**src/rtl/arm_run_ctrl.sv**
```systemverilog
// Run-control sequencer for the single-cycle ARMv4 core: core reset, clock enable,
// host command port and retired-instruction counter. Breakpoint logic: RUN_CTRL_BREAKPOINT_EN.
module arm_run_ctrl #(
   parameter int RESET_CYCLES = 4,
   parameter int STEP_W       = 8,
   parameter int PC_W         = 32
) (
   input  logic            clk,
   input  logic            reset,
   input  logic            cmd_valid,
   output logic            cmd_ready,
   input  logic [2:0]      cmd_op,
   input  logic [31:0]     cmd_arg,
   input  logic [PC_W-1:0] cpu_pc,
   output logic            cpu_reset,
   output logic            cpu_ce,
   output logic [2:0]      state_o,
   output logic            halted,
   output logic            bp_hit,
   output logic [31:0]     instr_count
);

   localparam int TIMER_W = (RESET_CYCLES > 1) ? $clog2(RESET_CYCLES) : 1;
   localparam logic [TIMER_W-1:0] TIMER_RELOAD = TIMER_W'(RESET_CYCLES - 1);
   localparam logic [TIMER_W-1:0] TIMER_ONE    = TIMER_W'(1'b1);
   localparam logic [STEP_W-1:0]  STEP_ONE     = STEP_W'(1'b1);

   localparam logic [2:0] OP_NOP    = 3'd0;
   localparam logic [2:0] OP_RUN    = 3'd1;
   localparam logic [2:0] OP_HALT   = 3'd2;
   localparam logic [2:0] OP_STEP   = 3'd3;
   localparam logic [2:0] OP_RSTCPU = 3'd4;
   localparam logic [2:0] OP_SETBP  = 3'd5;
   localparam logic [2:0] OP_CLRBP  = 3'd6;

   typedef enum logic [2:0] {
      ST_CPU_RST = 3'd0,
      ST_HALT    = 3'd1,
      ST_RUN     = 3'd2,
      ST_STEP    = 3'd3,
      ST_BRK     = 3'd4
   } state_t;

   state_t             state_r, state_nx;
   logic [TIMER_W-1:0] timer_r, timer_nx;
   logic [STEP_W-1:0]  remaining_r, remaining_nx;
   logic [31:0]        instr_count_r, count_nx;
   logic               cpu_reset_r, cmd_ready_r, halted_r;
   logic               cmd_fire_s, cpu_ce_s, bp_match_s, at_bp_s;
   logic [STEP_W-1:0]  step_load_s;
   logic               unused_s;

   assign unused_s    = ^{cmd_arg, cpu_pc};
   assign cmd_fire_s  = cmd_valid && cmd_ready_r;
   assign step_load_s = (cmd_arg[STEP_W-1:0] == {STEP_W{1'b0}}) ? STEP_ONE : cmd_arg[STEP_W-1:0];

`ifdef RUN_CTRL_BREAKPOINT_EN
   logic [PC_W-1:0] bp_addr_r, bp_addr_nx;
   logic            bp_en_r, bp_en_nx;
   logic            bp_skip_r, bp_skip_nx;
   logic            bp_hit_r, bp_hit_nx;

   assign at_bp_s    = bp_en_r && (cpu_pc == bp_addr_r);
   assign bp_match_s = at_bp_s && !bp_skip_r;
   assign bp_hit     = bp_hit_r;

   // Breakpoint register, skip flag and sticky hit flag
   always_comb begin
      bp_addr_nx = bp_addr_r;
      bp_en_nx   = bp_en_r;
      bp_skip_nx = cpu_ce_s ? 1'b0 : bp_skip_r;
      bp_hit_nx  = bp_hit_r;
      if (cmd_fire_s) begin
         case (cmd_op)
            OP_SETBP: begin
               bp_addr_nx = cmd_arg[PC_W-1:0];
               bp_en_nx   = 1'b1;
            end
            OP_CLRBP: bp_en_nx = 1'b0;
            OP_RUN, OP_STEP: begin
               bp_hit_nx = 1'b0;
               // Resuming from the breakpointed PC lets that instruction retire once
               if ((state_r == ST_HALT) || (state_r == ST_BRK)) begin
                  bp_skip_nx = at_bp_s;
               end else begin
                  bp_skip_nx = bp_skip_r && !cpu_ce_s;
               end
            end
            OP_RSTCPU: begin
               bp_hit_nx  = 1'b0;
               bp_skip_nx = 1'b0;
            end
            default: bp_hit_nx = bp_hit_r;
         endcase
      end else begin
         bp_hit_nx = bp_hit_r;
      end
      if ((state_nx == ST_BRK) && (state_r != ST_BRK)) begin
         bp_hit_nx = 1'b1;
      end else begin
         bp_en_nx = bp_en_nx;
      end
   end

   // Breakpoint state registers
   always_ff @(posedge clk) begin
      if (reset) begin
         bp_addr_r <= {PC_W{1'b0}};
         bp_en_r   <= 1'b0;
         bp_skip_r <= 1'b0;
         bp_hit_r  <= 1'b0;
      end else begin
         bp_addr_r <= bp_addr_nx;
         bp_en_r   <= bp_en_nx;
         bp_skip_r <= bp_skip_nx;
         bp_hit_r  <= bp_hit_nx;
      end
   end
`else
   assign at_bp_s    = 1'b0;
   assign bp_match_s = 1'b0;
   assign bp_hit     = 1'b0;
`endif

   assign cpu_ce_s = ((state_r == ST_RUN) || (state_r == ST_STEP)) && !bp_match_s;

   // Next-state, timer, step-count and instruction-counter logic
   always_comb begin
      state_nx     = state_r;
      timer_nx     = timer_r;
      remaining_nx = remaining_r;
      count_nx     = cpu_ce_s ? (instr_count_r + 32'd1) : instr_count_r;
      case (state_r)
         ST_CPU_RST: begin
            if (timer_r == {TIMER_W{1'b0}}) begin
               state_nx = ST_HALT;
               count_nx = 32'd0;
            end else begin
               timer_nx = timer_r - TIMER_ONE;
            end
         end
         ST_HALT, ST_BRK: begin
            if (cmd_fire_s) begin
               case (cmd_op)
                  OP_RUN:  state_nx = ST_RUN;
                  OP_STEP: begin
                     state_nx     = ST_STEP;
                     remaining_nx = step_load_s;
                  end
                  OP_RSTCPU: begin
                     state_nx = ST_CPU_RST;
                     timer_nx = TIMER_RELOAD;
                  end
                  default: state_nx = state_r;
               endcase
            end else begin
               state_nx = state_r;
            end
         end
         ST_RUN: begin
            // Core reset beats a breakpoint; a breakpoint beats a halt request
            if (cmd_fire_s && (cmd_op == OP_RSTCPU)) begin
               state_nx = ST_CPU_RST;
               timer_nx = TIMER_RELOAD;
            end else if (bp_match_s) begin
               state_nx = ST_BRK;
            end else if (cmd_fire_s && (cmd_op == OP_HALT)) begin
               state_nx = ST_HALT;
            end else begin
               state_nx = ST_RUN;
            end
         end
         ST_STEP: begin
            if (cpu_ce_s && (remaining_r != {STEP_W{1'b0}})) begin
               remaining_nx = remaining_r - STEP_ONE;
            end else begin
               remaining_nx = remaining_r;
            end
            if (cmd_fire_s && (cmd_op == OP_RSTCPU)) begin
               state_nx = ST_CPU_RST;
               timer_nx = TIMER_RELOAD;
            end else if (bp_match_s) begin
               state_nx = ST_BRK;
            end else if (cmd_fire_s && (cmd_op == OP_HALT)) begin
               state_nx = ST_HALT;
            end else if (cpu_ce_s && (remaining_r == STEP_ONE)) begin
               state_nx = ST_HALT;
            end else begin
               state_nx = ST_STEP;
            end
         end
         default: begin
            state_nx = ST_CPU_RST;
            timer_nx = TIMER_RELOAD;
         end
      endcase
   end

   // Sequencer state and registered status outputs
   always_ff @(posedge clk) begin
      if (reset) begin
         state_r       <= ST_CPU_RST;
         timer_r       <= TIMER_RELOAD;
         remaining_r   <= {STEP_W{1'b0}};
         instr_count_r <= 32'd0;
         cpu_reset_r   <= 1'b1;
         cmd_ready_r   <= 1'b0;
         halted_r      <= 1'b0;
      end else begin
         state_r       <= state_nx;
         timer_r       <= timer_nx;
         remaining_r   <= remaining_nx;
         instr_count_r <= count_nx;
         cpu_reset_r   <= (state_nx == ST_CPU_RST);
         cmd_ready_r   <= (state_nx != ST_CPU_RST);
         halted_r      <= (state_nx == ST_HALT) || (state_nx == ST_BRK);
      end
   end

   assign cmd_ready   = cmd_ready_r;
   assign cpu_reset   = cpu_reset_r;
   assign cpu_ce      = cpu_ce_s;
   assign state_o     = state_r;
   assign halted      = halted_r;
   assign instr_count = instr_count_r;

endmodule

```
**config.mk**
```make
export PLATFORM = sky130hd
export DESIGN_NAME = arm_run_ctrl
export DESIGN_NICKNAME = d
export VERILOG_FILES = /design/src/rtl/arm_run_ctrl.sv
export SDC_FILE = /design/constraint.sdc
export NUM_CORES = 1
export LEC_CHECK = 0
export CAP_MARGIN = 0
export CORE_ASPECT_RATIO = 1.25
export CORE_MARGIN = 2
export CORE_UTILIZATION = 45
export CTS_CLUSTER_DIAMETER = 150
export DETAILED_ROUTE_END_ITERATION = 10
export PLACE_DENSITY_LB_ADDON = 0.08
export SYNTH_ARGS = -nofsm -noshare
export SYNTH_HDL_FRONTEND = slang
export SYNTH_SLANG_ARGS = --single-unit
```
**constraint.sdc**
```tcl
create_clock -name clk -period 2.43 [get_ports clk]
set_input_delay 0.3645 -clock clk [delete_from_list [all_inputs] [get_ports clk]]
set_output_delay 0.3645 -clock clk [all_outputs]
set_load 0.005 [all_outputs]
```
==> out/results.ini, run 1 <==
[power]
fin_total_pwr_uw = 1540
power_density_nw_per_um2 = 491
power_leakage_uw = 0.00112
ir_worst_vdd_uv = 432

[route]
wl_met1_um = 2330
drt-initial-drc-count = 115
wirelength_um = 5140
postRouteAntennaNets = 0
vias_per_cell = 5.32
drt-wirelength-per-cell_um = 12.6
wl_met2_um = 2580
post-route-drc-count = 0
wl_met3_um = 155
drt_first_pass_iters = 4
vias = 2177
topRoutingLayerUsed = met4

[sta]
hold_viol_final = 0
slew_violations = 0
layout_setup_ws_ps = 380
clock.fmax_ghz = 0.488
worst_clock_skew_ps = 13.1
finalCritPeriodShare = 0.843
min_period_ps = 2050
fin_setup_tns_ps = 0
finalSetupViolCount = 0
rsz0062_at_grt = no

[critical_path]
r2r_slack_ps = 670
worstSetupEndpointType = primary output
critical_path_class = register to primary output
crit_path_start_kind = register
crit_required_ps = 2070
slowest_delay_ps = 580
path_cells = nand2b_4, inv_2, clkdlybuf4s50_1
path_max_fanout = 10
cp_slowest_cell = dfxtp_1
arrival_ps = 1690

[clock_network]
cts_hold_repair.buffers = 0
cts_max_level = 2
post_cts_buffers = 0
cts_tree = built
path_clk_slew_ps = 90
ctsLongestPathBuffers = 2
clock_sinks = 48
numCtsBuffers = 5
insertion_delay_ps = 300
post_cts_resized = 0
root_buffer = clkbuf_8

[final_layout]
layout_commonest_cell = clkdlybuf4s50_1
layout_common_cells = clkdlybuf4s50_1, nor2_1, dfxtp_1
syn_to_final_growth_pct = 27.6
design_area_um2 = 3150
drive_gt1_frac = 0.0812
num-fill-cells = 523
antennaDiodeCount = 0
final_nets = 419
final_cells = 409

[floorplan]
die_x_um = 70.2
num_rows = 30
die_y_um = 86.7
io_pins = 110
core_um2 = 5370
initial_core_util = 0.459
dieArea_um2 = 6090

[placed_design]
placed_area_um2 = 3050
hpwl_um = 3700
place_ws_ps = 258
gp_congestion = 0.891
io_buffers = 52
dp_cells = 401

[worst_hold_path]
hp-class = register to register

[global_route]
gr-total-overflow = 0
grt_antenna_before_repair = 0
grt_start_max_net_pins = 33
grt.total_usage = 0.176
grt_pass1_wl_um = 8870
grt_pass1_vias = 2026

[synthesis]
synth-warning-count = 0
synth_nets = 367
syn-cell-area_um2 = 2460
syn-mean-instance-area_um2 = 8.44
synth_seq_cells = 48
synthArstFlopShare = 0
synth_ff_type = dfxtp_1
synth_edf_count = 0
netlist_instances = 292
yosysUniqueCellTypes = 53
synth_seq_area_share = 0.390

[status]
status = finished clean

[flow_run]
drv_cap = 0

[critical path: cells and delay by family, from the launching register on]
kind	cells	cell delay, ps
flops	1	580
buf+inv	2	660
simple gates	1	140
[registers in the layout (all words and copies together), names as in the netlist]
register     cells
timer_r          2
remaining_r      8
halted           1
cpu_reset        1
cmd_ready        1
state_o          3
instr_count     32
[power breakdown]
| group | switching [uW] | internal, uW | leakage (uW) |
|---|---|---|---|
| registers | 18.6 | 815 | 0.000387 |
| logic | 106 | 100 | 0.000686 |
| clock network | 271 | 232 | 0.0000445 |
[through the flow]
step	hold slack (ps)	util
after CTS	479	0.586
after global placement	457	0.569
final	476	0.586
after detailed placement	465	0.569
after global routing	491	0.586
after floorplan	445	-
[synthesized netlist by cell type (all sizes together) (3+ instances only)]
cell type	number	area, um^2
and4	3	26.3
buf	11	71.3
nand3	13	65.1
nor2	49	186
nor3	5	30.0
xor2	27	236
or2	7	43.8
clkbuf	5	18.8
ha	5	62.6
a21oi	16	83.8
nand2	16	60.1
inv	10	37.5
nor4	7	62.6
xnor2	5	43.8
a22oi	3	22.5
and2	3	18.8
dfxtp	48	961
nand2b	4	32.5
nand4	17	106
and3	5	31.3
o21ai	6	30.0
[cell type report]
cell class / instances / area, um^2 / area share
Multi-Input combinational cell: 218 / 1390 / 0.440
Sequential cell: 48 / 961 / 0.305
Timing Repair Buffer: 61 / 588 / 0.187
Clock buffer: 7 / 86.3 / 0.0274
Tap cell: 64 / 80.1 / 0.0255
Inverter: 10 / 37.5 / 0.0119
Clock inverter: 1 / 7.51 / 0.00239
[logic make-up (layout without fill, tap and decap cells)]
family	after synthesis	count (layout)	synth area share
AND/OR/NAND/NOR	139	139	0.301
other	1	1	0.00152
AO/OA/AOI/OAI	39	39	0.109
flip-flops	48	48	0.390
multiplexers	2	2	0.00812
XOR/XNOR	32	32	0.114
adder cells (fa/ha/maj)	5	5	0.0254
buffers and inverters	26	79	0.0518
[path summary, 6_finish.rpt]
kind,start,end,depth (start not counted)
setup reg to reg,state_o[1],remaining_r[2],6
setup / recovery,state_o[1],cpu_ce,3
hold / removal,timer_r[1],timer_r[1],2
hold reg to reg,timer_r[1],timer_r[1],2
[per-layer routing]
layer / up-vias / GRT usage
li1: 1120 / -
met1: 1010 / 0.202
met2: 40 / 0.327
met3: 7 / 0.0279
met4: 0 / 0.0647
met5: - / 0
(Power assumes the default switching activity.)
==> run 2: changes to the inputs <==
--- a/config.mk
+++ b/config.mk
@@ -8,7 +8,7 @@
 export CAP_MARGIN = 0
 export CORE_ASPECT_RATIO = 1.25
 export CORE_MARGIN = 2
-export CORE_UTILIZATION = 45
+export CORE_UTILIZATION = 42
 export CTS_CLUSTER_DIAMETER = 150
 export DETAILED_ROUTE_END_ITERATION = 10
 export PLACE_DENSITY_LB_ADDON = 0.08
==> constraint.sdc (replaced) <==
create_clock -name clk -period 2.1 [get_ports clk]
set_input_delay 0.315 -clock clk [delete_from_list [all_inputs] [get_ports clk]]
set_output_delay 0.315 -clock clk [all_outputs]
set_load 0.005 [all_outputs]
==> run 2 against run 1 <==
  * Clock power increased by 12%
  * Non-clock buffer count up 4
  * Clock skew is 8.3 ps lower
  * Final cell count rose by 1.5%
  * Flip-flop and latch count unchanged
  * Sequential power is 15% higher
  * Worst hold slack got worse by 2.4 ps
  * First-iteration DRC count is 30% lower
  * Cell area increased by 0.91%
  * Combinational power grew 17%
  * Largest cell class unchanged
==> out/results.ini, run 2 (synthesis gave the netlist of run 1 again) <==
[sta]
hold_viol_final = 0
finalCritPeriodShare = 0.947
fin_setup_tns_ps = 0
rsz0062_at_grt = no
finalSetupViolCount = 0
layout_setup_ws_ps = 110
min_period_ps = 1990
worst_clock_skew_ps = 4.82
clock.fmax_ghz = 0.503
hold_ws_ps = 473
slew_violations = 0

[critical_path]
r2r_slack_ps = 410
worstSetupEndpointType = primary output
worstReg2RegEnd = instr_count[31]
r2r-start = state_o[1]
crit_required_ps = 1780
crit_path_start_kind = register
crit_family = buffers and inverters
cp_slowest_cell = dfxtp_1
slowest_delay_ps = 580
rr_worst_depth = 6
path_cells = nand2b_4, inv_2, clkdlybuf4s50_1
worst-path-buf-inv = 2
arrival_ps = 1670
path_max_fanout = 10
critical_path_class = register to primary output

[final_layout]
drive_gt1_frac = 0.0888
layout_commonest_cell = clkdlybuf4s50_1
fin_util = 0.553
layout_common_cells = clkdlybuf4s50_1, nor2_1, dfxtp_1
regArea_um2 = 961
antennaDiodeCount = 0
largest_reg_flops = 32
multiInputGateArea_um2 = 1390
final_nets = 423
syn_to_final_growth_pct = 28.8
num-fill-cells = 570

[clock_network]
cts_tree = built
post_cts_resized = 0
ctsLongestPathBuffers = 2
clock_sinks = 48
root_buffer = clkbuf_8
path_clk_slew_ps = 80
cts_hold_repair.buffers = 0
insertion_delay_ps = 300
post_cts_buffers = 0
numCtsBuffers = 5
cts_max_level = 2

[placed_design]
gp_congestion = 0.838
io_buffers = 52
hpwl_um = 3810
place_ws_ps = 43.9

[floorplan]
die_y_um = 89.7
die_x_um = 72.5
core_um2 = 5740
num_rows = 31
io_pins = 110
initial_core_util = 0.429
dieArea_um2 = 6500

[global_route]
grt_start_max_net_pins = 33
grt_pass1_wl_um = 8760
grt_antenna_before_repair = 0
gr-total-overflow = 0
grt_pass1_vias = 1997
grt.total_usage = 0.167

[power]
power_density_nw_per_um2 = 557
ir_worst_vdd_uv = 308
power_leakage_uw = 0.00114
fin_total_pwr_uw = 1770

[flow_run]
drv_cap = 0

[route]
vias = 2168
vias_per_cell = 5.22
post-route-drc-count = 0
postRouteAntennaNets = 0
drt_first_pass_iters = 4
drt-initial-drc-count = 80
wirelength_um = 5180
drt-wirelength-per-cell_um = 12.5

[worst_hold_path]
hp-start = timer_r[1]
holdPathEnd = timer_r[1]
min_path_cells = 2
hp-class = register to register

[status]
status = finished clean

run 2: changes by cell type in the layout (fill, tap and decap cells not counted), sizes merged:
cell      before  now
buf            9   13
clkinvlp       1    0
clkbuf         7    8
run 2: cell type report:
type	count	share of cell area
Clock buffer	8	0.0284
Timing Repair Buffer	65	0.195
Tap cell	66	0.0260
Inverter	10	0.0118
Sequential cell	48	0.303
Multi-Input combinational cell	218	0.436
run 2: routing by layer:
layer	GRT usage	vias to the layer above	wire length (um)
met5	0	-	0
met4	0.0572	0	64
met3	0.0357	7	166
met2	0.295	42	2630
met1	0.201	995	2320
li1	-	1124	-
run 2: how the worst max path moves through the flow:
stage                        start              to  slack [ps]  cells past startpoint
finish                  state_o[1]          cpu_ce         110                      3
global route            state_o[1]          cpu_ce           5                      3
CTS                     state_o[1]          cpu_ce          80                      3
detailed placement       cmd_op[1]          halted          40                      5
global placement         cmd_op[1]          halted          40                      5
floorplan           remaining_r[0]  remaining_r[1]         500                      7
run 2: power by group:
group	internal, uW	total, uW	switching [uW]
sequential	943	963	19.5
combinational	120	243	124
clock	269	563	294
total	1330	1770	437
run 2: worst reg2reg max path, stage by stage (launching register included):
cell and delay [ps]:
dfxtp_1 580, nand2b_4 140, nor4_2 280, buf_4 230
nand4_1 130, xor2_1 150, nor2_1 50
run 2: per-stage QoR:
stage               instance area (um^2)  instances
detailed placement                  3080        407
CTS                                 3170        415
global route                        3170        415
finish                              3170        415
global placement                    3080        407
floorplan                           2460        292
==> run 3: changes to the inputs <==
--- a/config.mk
+++ b/config.mk
@@ -7,8 +7,9 @@
 export LEC_CHECK = 0
 export CAP_MARGIN = 0
 export CORE_ASPECT_RATIO = 1.25
-export CORE_MARGIN = 2
-export CORE_UTILIZATION = 42
+export CORE_MARGIN = 10
+export CORE_UTILIZATION = 43
+export CTS_BUF_LIST = sky130_fd_sc_hd__clkbuf_4 sky130_fd_sc_hd__clkbuf_8
 export CTS_CLUSTER_DIAMETER = 150
 export DETAILED_ROUTE_END_ITERATION = 10
 export PLACE_DENSITY_LB_ADDON = 0.08
==> run 3 against run 2 <==
  * Critical path depth did not move
  * Sequential power barely moved
  * Flip-flop and latch count did not move
  * Highest routed layer unchanged
  * First-iteration DRC count fell by 20%
==> out/results.ini, run 3 (synthesis gave the netlist of run 1 again) <==
[clock_network]
clock_sinks = 48
cts_tree = built
path_clk_slew_ps = 90
insertion_delay_ps = 300
ctsLongestPathBuffers = 2
root_buffer = clkbuf_8
cts_hold_repair.buffers = 0
cts_max_level = 2
post_cts_buffers = 0
post_cts_resized = 0
numCtsBuffers = 5

[sta]
fin_setup_tns_ps = 0
layout_setup_ws_ps = 256
worst_clock_skew_ps = 9.40
clock.fmax_ghz = 0.542
rsz0062_at_grt = no
worst_pin_slew_ps = 507
finalCritPeriodShare = 0.878
hold_viol_final = 0
min_period_ps = 1840
relSlewSlack = 0.661
finalSetupViolCount = 0
slew_violations = 0

[floorplan]
die_y_um = 105
initial_core_util = 0.450
io_pins = 110
num_rows = 30
die_x_um = 87.7
core_um2 = 5480
dieArea_um2 = 9180

[global_route]
grt_pass1_vias = 2210
grt.total_usage = 0.125
gr-total-overflow = 0
grt_pass1_wl_um = 9850
grt_start_max_net_pins = 33
grt_antenna_before_repair = 0

[critical_path]
r2r_slack_ps = 350
rr_worst_depth = 5
slowest_delay_ps = 520
crit_path_start_kind = register
critical_path_class = register to primary output
path_max_fanout = 7
path_cells = nand2b_4, inv_2, clkdlybuf4s50_1
cp_slowest_cell = clkdlybuf4s50_1
crit_family = buffers and inverters
arrival_ps = 1530
crit_required_ps = 1780
worst-path-buf-inv = 2
worstSetupEndpointType = primary output
worstReg2RegEnd = remaining_r[6]
r2r-start = state_o[0]

[route]
drt_first_pass_iters = 4
wirelength_um = 5600
postRouteAntennaNets = 0
drt-wirelength-per-cell_um = 13.5
post-route-drc-count = 0
vias_per_cell = 5.32
vias = 2201
drt-initial-drc-count = 64

[power]
internal_power_uw = 1490
p_seq_frac = 0.493
switching_power_uw = 460
combPwrFrac = 0.131
power_leakage_uw = 0.00116
ir_worst_vdd_uv = 340
power_density_nw_per_um2 = 606
clockPowerShare = 0.376
switching_share = 0.236

[final_layout]
layout_common_cells = clkdlybuf4s50_1, nor2_1, dfxtp_1
num-fill-cells = 542
drive_gt1_frac = 0.0971
syn_to_final_growth_pct = 30.5
layout_commonest_cell = clkdlybuf4s50_1
largest_reg_flops = 32
antennaDiodeCount = 0
final_nets = 424

[worst_hold_path]
holdPathEnd = timer_r[1]
min_path_cells = 2
hp-class = register to register
hp-start = timer_r[1]

[placed_design]
hpwl_um = 4200
io_buffers = 52
place_ws_ps = 42.8
gp_congestion = 0.848

[status]
status = finished clean

[flow_run]
drv_cap = 0

[run 3: changes by cell type in the layout (fill, tap and decap cells not counted)]
cell       delta
buf_4         +1
bufinv_16     +1
clkbuf_1      -2
clkbuf_8      +1
[run 3: metrics by stage]
step           hold WS, ps  cell area (um^2)  cells  utilization  power (uW)
6_report               472              3220    414        0.587        1950
3_3_place_gp           462              3090    406        0.564        1240
5_1_grt                503              3220    414        0.587        2050
4_1_cts                481              3220    414        0.587        1970
2_1_floorplan          445              2460    292            -        1130
3_5_place_dp           464              3090    406        0.564        1240
[run 3: power by group through the flow]
stage / registers, uW / logic (uW) / clock network [uW]
after floorplan: 977 / 152 / 0
after global placement: 982 / 254 / 0
after detailed placement: 982 / 259 / 0
after CTS: 961 / 259 / 752
after global routing: 965 / 284 / 798
final: 960 / 254 / 733
[run 3: worst max-delay path by stage]
stage | from | to | slack [ps] | cells after the start
floorplan | remaining_r[0] | remaining_r[1] | 500 | 7
global placement | cmd_op[1] | halted | 30 | 5
detailed placement | cmd_op[2] | halted | 40 | 5
CTS | state_o[1] | cpu_ce | 230 | 3
global route | state_o[1] | cpu_ce | 150 | 3
finish | state_o[1] | cpu_ce | 260 | 3
[run 3: layout make-up]
class                   instances  area [um^2]  share of cell area
clock buffers                   7         96.3              0.0300
clock inverters                 1         30.0             0.00934
inverters                      10         37.5              0.0117
multi-input cells             218         1390               0.431
flip-flops and latches         48          961               0.299
well taps                      64         80.1              0.0249
repair buffers                 66          626               0.195
[run 3: worst min-delay path: stages, from the launching register on]
cell,delay [ps]
dfxtp_1,310
inv_1,60
a22oi_1,60
[run 3: layer usage]
layer | up-vias | part of all wire | track usage | wire length (um)
met5 | - | 0 | 0 | 0
met4 | 0 | 0.013 | 0.0411 | 72
met3 | 5 | 0.068 | 0.0412 | 381
met2 | 53 | 0.49 | 0.216 | 2770
met1 | 1013 | 0.42 | 0.138 | 2380
li1 | 1130 | - | - | -
